===== config.mk =====
export PLATFORM = sky130hd
export DESIGN_NAME = intr_ctrl
export DESIGN_NICKNAME = d
export VERILOG_FILES = /design/src/rtl/intr_ctrl.sv
export SDC_FILE = /design/constraint.sdc
export NUM_CORES = 1
export LEC_CHECK = 0
export CORE_ASPECT_RATIO = 0.8
export CORE_UTILIZATION = 41
export CTS_CLUSTER_DIAMETER = 150
export DETAILED_ROUTE_END_ITERATION = 6
export PLACE_DENSITY = 0.87
export SYNTH_ARGS = -nofsm -noshare
export SYNTH_HDL_FRONTEND = slang
export SYNTH_SLANG_ARGS = --single-unit

===== constraint.sdc =====
create_clock -name clk_i -period 3.25 [get_ports clk_i]
set_clock_uncertainty 0.05 [all_clocks]
set_input_delay 0.975 -clock clk_i [delete_from_list [all_inputs] [get_ports clk_i]]
set_output_delay 0.975 -clock clk_i [all_outputs]
set_load 0.02 [all_outputs]

===== src/rtl/intr_ctrl.sv =====
// Machine external interrupt controller: edge-latched pending sources, lowest-index
// priority, claim/complete handshake. Define INTR_CTRL_SYNC_EN to add 2-flop input synchronizers.
module intr_ctrl #(
  parameter int unsigned NSRC       = 8,
  parameter int unsigned CAUSE_BASE = 16
) (
  input  logic            clk_i,
  input  logic            rst_ni,
  input  logic [NSRC-1:0] irq_src_i,
  input  logic            wr_en_i,
  input  logic [3:0]      addr_i,
  input  logic [31:0]     wdata_i,
  output logic [31:0]     rdata_o,
  input  logic            int_read_i,
  output logic            m_ext_intr_o,
  output logic [30:0]     mcause_o
);

  typedef enum logic [1:0] {IDLE, PRESENT, SERVICE} state_t;

  state_t          state_q, state_d;
  logic [NSRC-1:0] sampled, prev_q, rise;
  logic            armed_q;
  logic [NSRC-1:0] pending_q, pending_d;
  logic [NSRC-1:0] enable_q, enable_d;
  logic [NSRC-1:0] active, id_mask, clr_mask;
  logic [4:0]      id_q, id_d, low_id;
  logic [30:0]     cause_d;
  logic            claim, complete;
  logic            unused_wdata;

  assign unused_wdata = ^wdata_i;

`ifdef INTR_CTRL_SYNC_EN
  logic [NSRC-1:0] sync1_q, sync2_q;

  always_ff @(posedge clk_i or negedge rst_ni) begin
    if (!rst_ni) begin
      sync1_q <= '0;
      sync2_q <= '0;
    end else begin
      sync1_q <= irq_src_i;
      sync2_q <= sync1_q;
    end
  end

  assign sampled = sync2_q;
`else
  assign sampled = irq_src_i;
`endif

  // armed_q masks the first edge after reset so sources already high are not latched.
  assign rise = armed_q ? (sampled & ~prev_q) : '0;

  always_ff @(posedge clk_i or negedge rst_ni) begin
    if (!rst_ni) begin
      armed_q <= 1'b0;
      prev_q  <= '0;
    end else begin
      armed_q <= 1'b1;
      prev_q  <= sampled;
    end
  end

  assign enable_d = (wr_en_i && addr_i == 4'h0) ? wdata_i[NSRC-1:0] : enable_q;
  assign complete = wr_en_i && (addr_i == 4'hC) && (wdata_i[4:0] == id_q);
  assign active   = pending_q & enable_q;
  assign id_mask  = {{(NSRC-1){1'b0}}, 1'b1} << id_q;
  assign clr_mask = claim ? id_mask : '0;

  // Set wins over a same-cycle claim clear.
  assign pending_d = (pending_q & ~clr_mask) | rise;

  always_comb begin
    low_id = '0;
    for (int unsigned i = NSRC; i > 0; i--) begin
      if (active[i-1]) low_id = 5'(i - 1);
    end
  end

  always_comb begin
    state_d = state_q;
    id_d    = id_q;
    cause_d = mcause_o;
    claim   = 1'b0;
    case (state_q)
      IDLE: begin
        if (|active) begin
          state_d = PRESENT;
          id_d    = low_id;
          cause_d = 31'(CAUSE_BASE) + 31'(low_id);
        end
      end
      PRESENT: begin
        if (int_read_i) begin
          state_d = SERVICE;
          claim   = 1'b1;
        end else if ((enable_d & id_mask) == '0) begin
          state_d = IDLE;
        end
      end
      SERVICE: begin
        if (complete) state_d = IDLE;
      end
      default: state_d = IDLE;
    endcase
  end

  always_ff @(posedge clk_i or negedge rst_ni) begin
    if (!rst_ni) begin
      state_q   <= IDLE;
      pending_q <= '0;
      enable_q  <= '0;
      id_q      <= '0;
      mcause_o  <= '0;
    end else begin
      state_q   <= state_d;
      pending_q <= pending_d;
      enable_q  <= enable_d;
      id_q      <= id_d;
      mcause_o  <= cause_d;
    end
  end

  assign m_ext_intr_o = (state_q == PRESENT);

  always_comb begin
    rdata_o = '0;
    case (addr_i)
      4'h0:    rdata_o[NSRC-1:0] = enable_q;
      4'h4:    rdata_o[NSRC-1:0] = pending_q;
      4'h8:    rdata_o[4:0]      = id_q;
      default: rdata_o = '0;
    endcase
  end

endmodule

* Yosys cells after proc, flatten, opt, wreduce, memory -nomap -nowiden *
Cells that the tools add are included.

word-level totals
  register bits = 63
  bits in latches = 0
  bits in writable memories = 0
  ROM bits = 0
  input bits = 48
  output and inout port bits = 64
  logic and storage cells = 54
  memories = 0

cells by class
  add/subtract/negate cells = 1
  multipliers = 0
  div/mod/pow operators = 0
  $lt $le $gt $ge = 0
  equal/unequal tests = 9
  shift operators = 1
  muxes and demuxes = 20
  bitwise gates (word level) = 7
  reduce and logical (&&, ||, !) cells = 9

operators with widths
  operator                                                            count
  5-bit 2-to-1 mux                                                    7
  8-bit AND                                                           4
  8-bit 2-to-1 mux                                                    3
  8-bit inverter                                                      2
  5-bit case mux with 3 select lines                                  1
  4-bit == test (second input constant)                               2
  8-bit logical NOT                                                   1
  2-bit 2-to-1 mux                                                    4
  8-bit bitwise OR                                                    1
  8-bit OR reduction                                                  1
  1-bit by 5-bit << shifter with 8-bit output (first input constant)  1
  5-bit by 5-bit adder with 6-bit output (first input constant)       1
  2-bit case mux with 3 select lines                                  1
  3-bit case mux with 2 select lines                                  1
  5-bit == test                                                       1
  4-bit by 3-bit == test with 1-bit output (second input constant)    1
  4-bit logical NOT                                                   1
  2-bit != test (second input constant)                               2
  1-bit logical AND                                                   3
  3-bit 2-to-1 mux                                                    1
  3-bit by 2-bit != test with 1-bit output (second input constant)    1
  3-bit AND reduction                                                 1
  2-bit by 1-bit == test with 1-bit output (second input constant)    1
  2-bit == test (second input constant)                               1
  other kinds (3)                                                     4

* Logic depth before layout (Yosys ltp) *
Gate-level depths: netlist of the first run.

  word-level depth = 10
  mapped depth = 6
  mapped depth without buffers = 5

* Worst setup path before layout of the first run *
No wires, ideal clock.

  path type = input -> output
  start = input addr_i[1]
  end = output rdata_o[0]
  arrival time = 2.098 ns
  required time = 2.225 ns
  slack = 0.127 ns
  stages on the path = 3
  buffers on the path = 0
  path through = nor3b_1 a221oi_1 a21oi_1

between the ends
  cells in the longest elaborated chain, start to end = 2
  elaborated cells between the ends (all ways) = 4
  those cells by class = eq/ne (2); mux (1); reduce/logical (1)

RTL lines
  item                                   line  text
  from (decl)                            11    input logic [3:0] addr_i,
  4-bit == test (tied with other cells)  129   case (addr_i)
  5-bit case mux with 3 select lines *   129
  to (decl)                              13    output logic [31:0] rdata_o,

Every way passes the cells marked *; elsewhere a longest branch is shown, timed or not.

* Final worst setup path of the first run *
  start = input addr_i[3]
  end = output rdata_o[7]

between the ends
  cells in the longest elaborated chain, start to end = 2
  elaborated cells between the ends (all ways) = 3
  those cells by class = eq/ne (1); mux (1); reduce/logical (1)

RTL lines
  item                                                                           line
  4-bit by 3-bit == test with 1-bit output or 4-bit logical NOT (tied branches)  129
  3-bit case mux with 2 select lines *                                           129

Marks and branches as above.

==> reports/summary.txt, run 1 <==
CP Data Required Time -> 2.22 ns
CP peak stage delay -> 0.56 ns
share of cells above drive strength 1 -> 18.7%
fin crit period -> 3.15 ns
commonest non-fill, non-tap cell in the layout -> conb_1
fin crit share -> 97.1%
RSZ-0062 raised after global routing -> false
# IOs -> 112
via count -> 1455
Slowest cell on crit path -> clkdlybuf4s50_1
Routed WL -> 3930 µm
full die area -> 5020 µm²
Num CTS Buffers -> 5
Max VDD drop -> 317 µV
Final nets -> 294
MaxCap Viol Count -> 0
Post-Syn Instances -> 198
#FFs+latches synth -> 31
row cnt -> 22
worst skew pair latency -> 0.28 ns
routability cong. -> 0.879
Pwr per Cell Area -> 658 nW/µm²
Syn Area/Cell -> 9.81 µm²
CTS max path bufs -> 2
Worst setup EP type -> primary output
placed wire-length estimate -> 3030 µm
sequential share of the synthesized area -> 39.9%
die height -> 63.6 µm
GRT Util Overall -> 16.6%
global route overflow -> 0
Core Footprint -> 4570 µm²
drt wl/cell -> 12.8 µm
WS Path Type -> primary input to primary output
CP cell instances -> clkdlybuf4s50_1, buf_4, nor2_1, clkdlybuf4s15_2
CTS root buffer -> clkbuf_8
CP startpoint -> addr_i[3]
Finished Layout Cells -> 306
library cells used by synthesis -> 33
dpl cells -> 297
Clock Pin Slew Worst Setup and Hold Paths -> 0.06 ns
Reg-to-Reg Start -> mcause_o[2]
Final setup viols -> 0
Peak Freq -> 317 MHz
first-pass GRT wire length -> 6310 µm
die width -> 79.0 µm
Post-Place Setup Slack -> -0.553 ns
DRT Pass-1 Iters -> 4
CTS tree -> done
worst-path fanout max -> 7
max-slew violation count -> 0
Pleak -> 1.02 nW
# diodes -> 0
H-tree depth -> 2
vias per cell -> 4.75
kind of launch point of the worst setup path -> primary input
DR DRC count -> 0
Worst Path Arrival -> 2.13 ns
most frequent cells in the layout -> conb_1 (52), dfrtp_1 (31), clkdlybuf4s50_1 (25)
DRT antenna net count -> 0
area growth from synthesis to layout -> 19.8%
port bufs -> 36
status -> finished, final reports clean
Hold/Removal Path Class -> flip-flop to flip-flop
Fin. Hold Viols -> 0
largest net degree at the start of global routing -> 32
clk sinks -> 31
Finished Cell Area -> 2330 µm²
CTS Hold Bufs -> 0
placed cell area -> 2230 µm²
number of global-route vias before repair -> 1368
Synth Warn # -> 0
hold path startpoint -> prev_q[6]
Hold WS -> 0.382 ns
Final Worst Setup Slack -> 0.0957 ns
mapped cell area -> 1940 µm²
antenna violations before repair -> 0
Starting Density -> 42.5%
DR iter-0 viols -> 57
final cells by class:
cell class / instances / area [µm²]
Clock buffer: 6 / 82.6
Clock inverter: 1 / 5.00
Fill cell: 456 / 2240
Inverter: 1 / 3.75
Multi-Input combinational cell: 158 / 946
Sequential cell: 31 / 776
Tap cell: 60 / 75.1
Timing Repair Buffer: 49 / 439
power by group:
| group | internal [mW] | switching [mW] | total (mW) |
|---|---|---|---|
| clock | 0.166 | 0.134 | 0.300 |
| combinational | 0.286 | 0.343 | 0.629 |
| sequential | 0.485 | 0.117 | 0.602 |
| total | 0.937 | 0.593 | 1.53 |
final timing paths:
| kind | end | slack, ns | depth (start not counted) |
|---|---|---|---|
| max reg2reg | state_q[0] | 1.52 | 4 |
| min | pending_q[6] | 0.38 | 1 |
| max | rdata_o[7] | 0.1 | 4 |
| min reg2reg | pending_q[6] | 0.38 | 1 |
| max in group asynchronous | enable_q[4] | 1.84 | 2 |
| min in group asynchronous | prev_q[1] | 1.03 | 2 |
repair_timing:
item,CTS,global route
setup buffers,1,0
endpoints found under the setup margin,8,0
resized for setup,38,0
kinds of logic after synthesis:
kind of cell,share of synthesized area (%)
xor+xnor,1.35
flops,39.9
simple gates,13.6
buf+inv,21.6
mux,9.85
compound gates,13.3
other cells,0.386
sequential cells by signal, indices dropped and copies added, names as in the netlist:
signal,flops
id_q,2
enable_q,8
state_q,2
armed_q,1
prev_q,8
pending_q,8
mcause_o,2
critical path, delay by kind of cell:
family | cells | cell delay, ns
buf+inv | 3 | 1.05
simple gates | 1 | 0.10
layer usage:
| metal | vias up | part of all wire (%) | wire length [µm] | GRT usage, % |
|---|---|---|---|---|
| met5 | - | 0 | 0 | 0 |
| met4 | 0 | 0.97 | 38 | 4.77 |
| met3 | 5 | 7.9 | 311 | 4.49 |
| met2 | 77 | 49 | 1930 | 27.8 |
| met1 | 696 | 42 | 1650 | 20.9 |
| li1 | 677 | - | - | - |
per-stage QoR:
step | utilization, % | TNS [ns] | power [mW]
final | 50.9 | 0 | 1.53
after global routing | 50.9 | 0 | 1.64
after CTS | 50.9 | 0 | 1.54
after detailed placement | 48.8 | -3.83 | 1.24
after global placement | 48.8 | -3.57 | 1.21
after floorplan | - | 0 | 1.06
cells in the mapped netlist, drive strengths merged:
cell    count  area [µm²]
a21oi      10        50.1
a221oi      4        41.3
a22o        2        17.5
a22oi       9        67.6
a32oi       1        8.76
and2        1        6.26
and3b       1        12.5
buf        53         398
clkbuf      5        18.8
conb        2        7.51
dfrtp      31         776
inv         1        3.75
mux2        9         101
mux4        4        90.1
nand2      23        86.3
nand2b      3        18.8
nand3       1        5.00
nand3b      8        60.1
nand4       1        6.26
nor2        7        26.3
nor2b       2        12.5
nor3        1        10.0
nor3b       1        7.51
nor4        1        6.26
o21a        1        7.51
o21ai      10        50.1
o31ai       2        15.0
or2         1        6.26
xnor2       2        17.5
xor2        1        8.76
Note: power is estimated with default switching activity, not from simulation.
==> run 2, diff against run 1 <==
--- a/config.mk
+++ b/config.mk
@@ -9,6 +9,7 @@
 export CORE_UTILIZATION = 41
 export CTS_CLUSTER_DIAMETER = 150
 export DETAILED_ROUTE_END_ITERATION = 6
+export GPL_TIMING_DRIVEN = 0
 export PLACE_DENSITY = 0.87
 export SYNTH_ARGS = -nofsm -noshare
 export SYNTH_HDL_FRONTEND = slang
==> run 2 against run 1 <==
Sequential power shrank 2%. Count of clock-buffer cells in the layout rose by 2. Register-to-register slack worse by 0.15 ns. First-iteration DRC count grew 3.5%. Clock power is 9.3% higher. Global-route usage rose by 0.86 points. Worst setup slack worse by 0.069 ns. Wire length up 6.9%. Critical endpoint is now rdata_o[0]. Largest cell class unchanged. Largest power group unchanged.
==> reports/summary.txt, run 2 (synthesis gave the netlist of run 1 again) <==
Pwr Total -> 1.60 mW (+4.5%)
antenna violations before repair -> 0 (unchanged)
DRT antenna net count -> 0 (unchanged)
drt wl/cell -> 11.8 µm (-8.3%)
CP cell instances -> clkdlybuf4s50_1, buf_2, a221oi_1, a21oi_1, buf_4
Fill cells -> 437 (-4.2%)
met1 usage -> 22.2% (+1.3 points)
DR iter-0 viols -> 59 (+3.5%)
Final nets -> 344 (+17%)
DRT Pass-1 Iters -> 4 (unchanged)
die height -> 63.6 µm (unchanged)
CTS root buffer -> clkbuf_8
capture point of the worst path -> rdata_o[0]
Peak Freq -> 310 MHz (-2.1%)
Largest regs -> enable_q: 8 flops, pending_q: 8 flops, prev_q: 8 flops
# diodes -> 0 (unchanged)
area growth from synthesis to layout -> 38.2%
die width -> 79.0 µm (unchanged)
Final setup viols -> 0 (unchanged)
RSZ-0062 raised after global routing -> false
commonest non-fill, non-tap cell in the layout -> buf_4
GR peak layer -> met2
CP startpoint -> addr_i[3]
fin crit share -> 99.2% (+2.1 points)
Finished Cell Area -> 2690 µm² (+15%)
reg2reg end -> state_q[0]
most frequent cells in the layout -> buf_4 (57), conb_1 (52), dfrtp_1 (31)
Fin. Hold Viols -> 0 (unchanged)
full die area -> 5020 µm² (unchanged)
via count -> 1603 (+10%)
routability cong. -> 0.892 (+1.4%)
first-pass GRT wire length -> 6600 µm (+4.7%)
# IOs -> 112 (unchanged)
R2R depth -> 5 (+1)
Worst setup EP type -> primary output
worst skew pair latency -> 0.28 ns (about the same)
slew margin rel. -> 55.6%
status -> finished, final reports clean
Top delay family on crit path -> buffers and inverters
Reg-to-Reg Start -> mcause_o[2]
CTS tree -> done
met3 usage -> 5.22% (+0.72 points)
port bufs -> 36 (unchanged)
largest net degree at the start of global routing -> 32 (unchanged)
Starting Density -> 42.5% (unchanged)
setup_tns -> 0 ns (unchanged)
Slowest cell on crit path -> clkdlybuf4s50_1
kind of launch point of the worst setup path -> primary input
vias per cell -> 4.49 (-5.6%)
CP peak stage delay -> 0.48 ns (-0.08 ns)
Num CTS Buffers -> 5 (unchanged)
H-tree depth -> 2 (unchanged)
placed cell area -> 2570 µm² (+15%)
share of cells above drive strength 1 -> 31.3% (+13 points)
fin crit period -> 3.22 ns (+0.0690 ns)
slack of the worst reg-to-reg path -> 1.37 ns (-0.15 ns)
max-slew violation count -> 0 (unchanged)
CP Data Required Time -> 2.22 ns (about the same)
pin slew with the least headroom to its limit -> 0.667 ns
DR DRC count -> 0 (unchanged)
global route overflow -> 0 (unchanged)
WP depth -> 5 (+1)
Pleak -> 1.29 nW (+26%)
Hold/Removal Path Class -> flip-flop to flip-flop
placed wire-length estimate -> 3220 µm (+6.4%)
Clock Pin Slew Worst Setup and Hold Paths -> 0.06 ns (about the same)
Pwr per Cell Area -> 596 nW/µm² (-9.4%)
clk sinks -> 31 (unchanged)
dpl cells -> 344 (+16%)
met2 usage in global routing -> 27.6% (-0.22 points)
WS Path Type -> primary input to primary output
Finished Layout Cells -> 357 (+17%)
number of global-route vias before repair -> 1397 (+2.1%)
row cnt -> 22 (unchanged)
Routed WL -> 4200 µm (+6.9%)
MaxCap Viol Count -> 0 (unchanged)
Worst Path Arrival -> 2.20 ns (+0.07 ns)
GRT Util Overall -> 17.5% (+0.86 points)
worst-path fanout max -> 10 (+3)
Max VDD drop -> 315 µV (-0.78%)
Critical path buffers and inverters -> 3 (unchanged)
Core Footprint -> 4570 µm² (unchanged)
CTS max path bufs -> 2 (unchanged)
run 2: timing repair:
| action | 4_1_cts | 5_1_grt |
|---|---|---|
| buffers inserted | 5 | 0 |
| endpoints found under the hold margin | 0 | 0 |
| endpoints found under the setup margin | 8 | 1 |
| pin swaps | 1 | 0 |
| resized for setup | 43 | 1 |
| hold buffers | 0 | 0 |
run 2: worst reg2reg max path: stages, from the launching register on:
cell      delay, ns
dfrtp_1        0.34
clkbuf_1       0.39
mux4_2         0.56
mux2_2         0.28
nand2_1        0.07
a21oi_1        0.07
run 2: final cells by class:
class | instances | area [µm²] | area share [%]
Sequential cell | 31 | 776 | 28.9
Timing Repair Buffer | 41 | 352 | 13.1
Inverter | 1 | 3.75 | 0.140
Tap cell | 60 | 75.1 | 2.79
Buffer | 58 | 428 | 15.9
Clock buffer | 8 | 100 | 3.73
Multi-Input combinational cell | 158 | 952 | 35.4
run 2: worst min path at each step:
stage | startpoint | slack, ns | cells past startpoint | end
floorplan | prev_q[6] | 0.36 | 1 | pending_q[6]
global placement | prev_q[6] | 0.36 | 1 | pending_q[6]
detailed placement | prev_q[6] | 0.38 | 1 | pending_q[6]
CTS | prev_q[6] | 0.39 | 1 | pending_q[6]
global route | prev_q[6] | 0.40 | 1 | pending_q[6]
finish | prev_q[6] | 0.38 | 1 | pending_q[6]
run 2: routing by layer:
layer	vias up	wire [µm]	share of wire, %
li1	782	-	-
met1	732	1720	41
met3	10	425	10
met4	0	61	1.5
met2	79	1990	47
met5	-	0	0
run 2: power by group:
group          switching [mW]  leakage [nW]  internal, mW
registers               0.106         0.348         0.485
logic                   0.366         0.893         0.315
clock network           0.135        0.0515         0.193
total                   0.607          1.29         0.993
run 2: metrics by stage:
step                      utilization, %  setup slack (ns)  hold slack [ns]
after global placement              56.2             -1.15            0.364
after floorplan                        -             0.127            0.360
final                               58.8            0.0266            0.384
after detailed placement            56.2             -1.18            0.383
after CTS                           58.9            0.0368            0.392
after global routing                58.8            0.0249            0.403
==> run 3, diff against run 2 <==
--- a/config.mk
+++ b/config.mk
@@ -5,12 +5,14 @@
 export SDC_FILE = /design/constraint.sdc
 export NUM_CORES = 1
 export LEC_CHECK = 0
+export CAP_MARGIN = 20
 export CORE_ASPECT_RATIO = 0.8
 export CORE_UTILIZATION = 41
 export CTS_CLUSTER_DIAMETER = 150
 export DETAILED_ROUTE_END_ITERATION = 6
 export GPL_TIMING_DRIVEN = 0
-export PLACE_DENSITY = 0.87
+export PLACE_DENSITY = 0.86
+export SKIP_CTS_REPAIR_TIMING = 1
 export SYNTH_ARGS = -nofsm -noshare
 export SYNTH_HDL_FRONTEND = slang
 export SYNTH_SLANG_ARGS = --single-unit
==> run 3 against run 2 <==
Core utilization grew 1.2 points. First-iteration DRC count grew 92%. Design area grew 2.0%. Register-to-register slack lost 0.02 ns. Worst setup slack gained 0.19 ns. Clock power grew 20%. Via count grew 0.94%. Flip-flop and latch count is the same. Combinational power grew 2%. Wire length grew 8.6%. Critical path type unchanged.
==> reports/summary.txt, run 3 (synthesis gave the netlist of run 1 again) <==
status -> finished, final reports clean
global route overflow -> 0 (unchanged)
DR iter-0 viols -> 113 (+92%)
via count -> 1618 (+0.94%)
Final setup viols -> 0 (unchanged)
Pleak -> 1.34 nW (+3.6%)
Worst Path Arrival -> 2.00 ns (-0.20 ns)
port bufs -> 36 (unchanged)
H-tree depth -> 2 (unchanged)
max-slew violation count -> 0 (unchanged)
Pwr Total -> 1.68 mW (+5.0%)
Largest regs -> enable_q: 8 flops, pending_q: 8 flops, prev_q: 8 flops
Routed WL -> 4560 µm (+8.6%)
slew margin rel. -> 50.8% (-4.7 points)
number of global-route vias before repair -> 1449 (+3.7%)
drt wl/cell -> 12.8 µm (+8.6%)
worst skew pair latency -> 0.29 ns (about the same)
fin crit period -> 3.03 ns (-0.195 ns)
placed wire-length estimate -> 3350 µm (+4.0%)
Final nets -> 344 (unchanged)
Clock Pin Slew Worst Setup and Hold Paths -> 0.06 ns (about the same)
largest net degree at the start of global routing -> 18 (-44%)
CTS max path bufs -> 2 (unchanged)
area growth from synthesis to layout -> 41.0%
Pwr per Cell Area -> 614 nW/µm² (+3.0%)
row cnt -> 22 (unchanged)
kind of launch point of the worst setup path -> primary input
CTS root buffer -> clkbuf_8
# IOs -> 112 (unchanged)
WS Path Type -> primary input to primary output
Slowest cell on crit path -> nor3_4
CP peak stage delay -> 0.20 ns (-0.28 ns)
CP cell instances -> dlymetal6s2s_1, nor3_4, buf_4, a22oi_1, nor2_1, buf_2
routability cong. -> 0.909 (+1.9%)
CP Data Required Time -> 2.22 ns (about the same)
share of cells above drive strength 1 -> 31.3% (unchanged)
Peak Freq -> 330 MHz (+6.4%)
dpl cells -> 345 (+0.29%)
DRT antenna net count -> 0 (unchanged)
DRT Pass-1 Iters -> 5 (+1)
Num CTS Buffers -> 5 (unchanged)
Worst setup EP type -> primary output
Core Footprint -> 4570 µm² (unchanged)
Starting Density -> 42.5% (unchanged)
GRT Util Overall -> 18.2% (+0.73 points)
RSZ-0062 raised after global routing -> false
Max VDD drop -> 368 µV (+17%)
die width -> 79.0 µm (unchanged)
die height -> 63.6 µm (unchanged)
vias per cell -> 4.53 (+0.94%)
pin slew with the least headroom to its limit -> 0.735 ns (+0.0683 ns)
full die area -> 5020 µm² (unchanged)
commonest non-fill, non-tap cell in the layout -> buf_4
DR DRC count -> 0 (unchanged)
first-pass GRT wire length -> 6870 µm (+4.1%)
Hold WS -> 0.377 ns (-0.00713 ns)
fin crit share -> 93.2% (-6.0 points)
Fin. Hold Viols -> 0 (unchanged)
# diodes -> 0 (unchanged)
worst-path fanout max -> 10 (unchanged)
MaxCap Viol Count -> 0 (unchanged)
Hold/Removal Path Class -> flip-flop to flip-flop
antenna violations before repair -> 0 (unchanged)
CTS tree -> done
most frequent cells in the layout -> buf_4 (58), conb_1 (52), dfrtp_1 (31)
Finished Layout Cells -> 357 (unchanged)
clk sinks -> 31 (unchanged)
-- run 3: layer usage --
layer | vias to the layer above | wire [µm] | global-route usage [%]
met3 | 13 | 427 | 5.07
met1 | 738 | 1830 | 21.9
met5 | - | 0 | 0
met4 | 0 | 65 | 7.95
li1 | 785 | - | -
met2 | 82 | 2240 | 30.2
-- run 3: final timing paths --
kind	cells past startpoint	to	slack, ns	start
max	6	rdata_o[5]	0.22	addr_i[0]
max reg2reg	5	state_q[0]	1.35	mcause_o[2]
max in group asynchronous	2	state_q[0]	1.55	rst_ni
min	1	pending_q[6]	0.38	prev_q[6]
min in group asynchronous	1	prev_q[0]	1.07	rst_ni
min reg2reg	1	pending_q[6]	0.38	prev_q[6]
-- run 3: worst max-delay path: cells and delay by family --
| family | cells | cell delay, ns |
|---|---|---|
| AO/OA/AOI/OAI | 1 | 0.09 |
| buffers and inverters | 3 | 0.57 |
| AND/OR/NAND/NOR | 2 | 0.36 |
-- run 3: cell type report --
| type | instances | area, µm² |
|---|---|---|
| Sequential cell | 31 | 776 |
| Clock buffer | 6 | 82.6 |
| Multi-Input combinational cell | 158 | 952 |
| Inverter | 1 | 3.75 |
| Fill cell | 407 | 1830 |
| Tap cell | 60 | 75.1 |
| Clock inverter | 2 | 35.0 |
| Timing Repair Buffer | 41 | 390 |
| Buffer | 58 | 424 |
-- run 3: where the power goes --
group	internal (mW)	leakage [nW]	switching, mW	total, mW
clock network	0.248	0.0612	0.147	0.395
registers	0.485	0.348	0.107	0.593
logic	0.319	0.929	0.374	0.693
-- run 3: through the flow --
stage	worst slack (ns)	setup TNS (ns)	area [µm²]	util (%)
CTS	-1.16	-8.57	2710	59.3
global route	0.171	0	2740	59.9
floorplan	0.127	0	2130	-
finish	0.222	0	2740	59.9
global placement	-1.10	-8.22	2570	56.2
detailed placement	-1.19	-8.76	2590	56.8
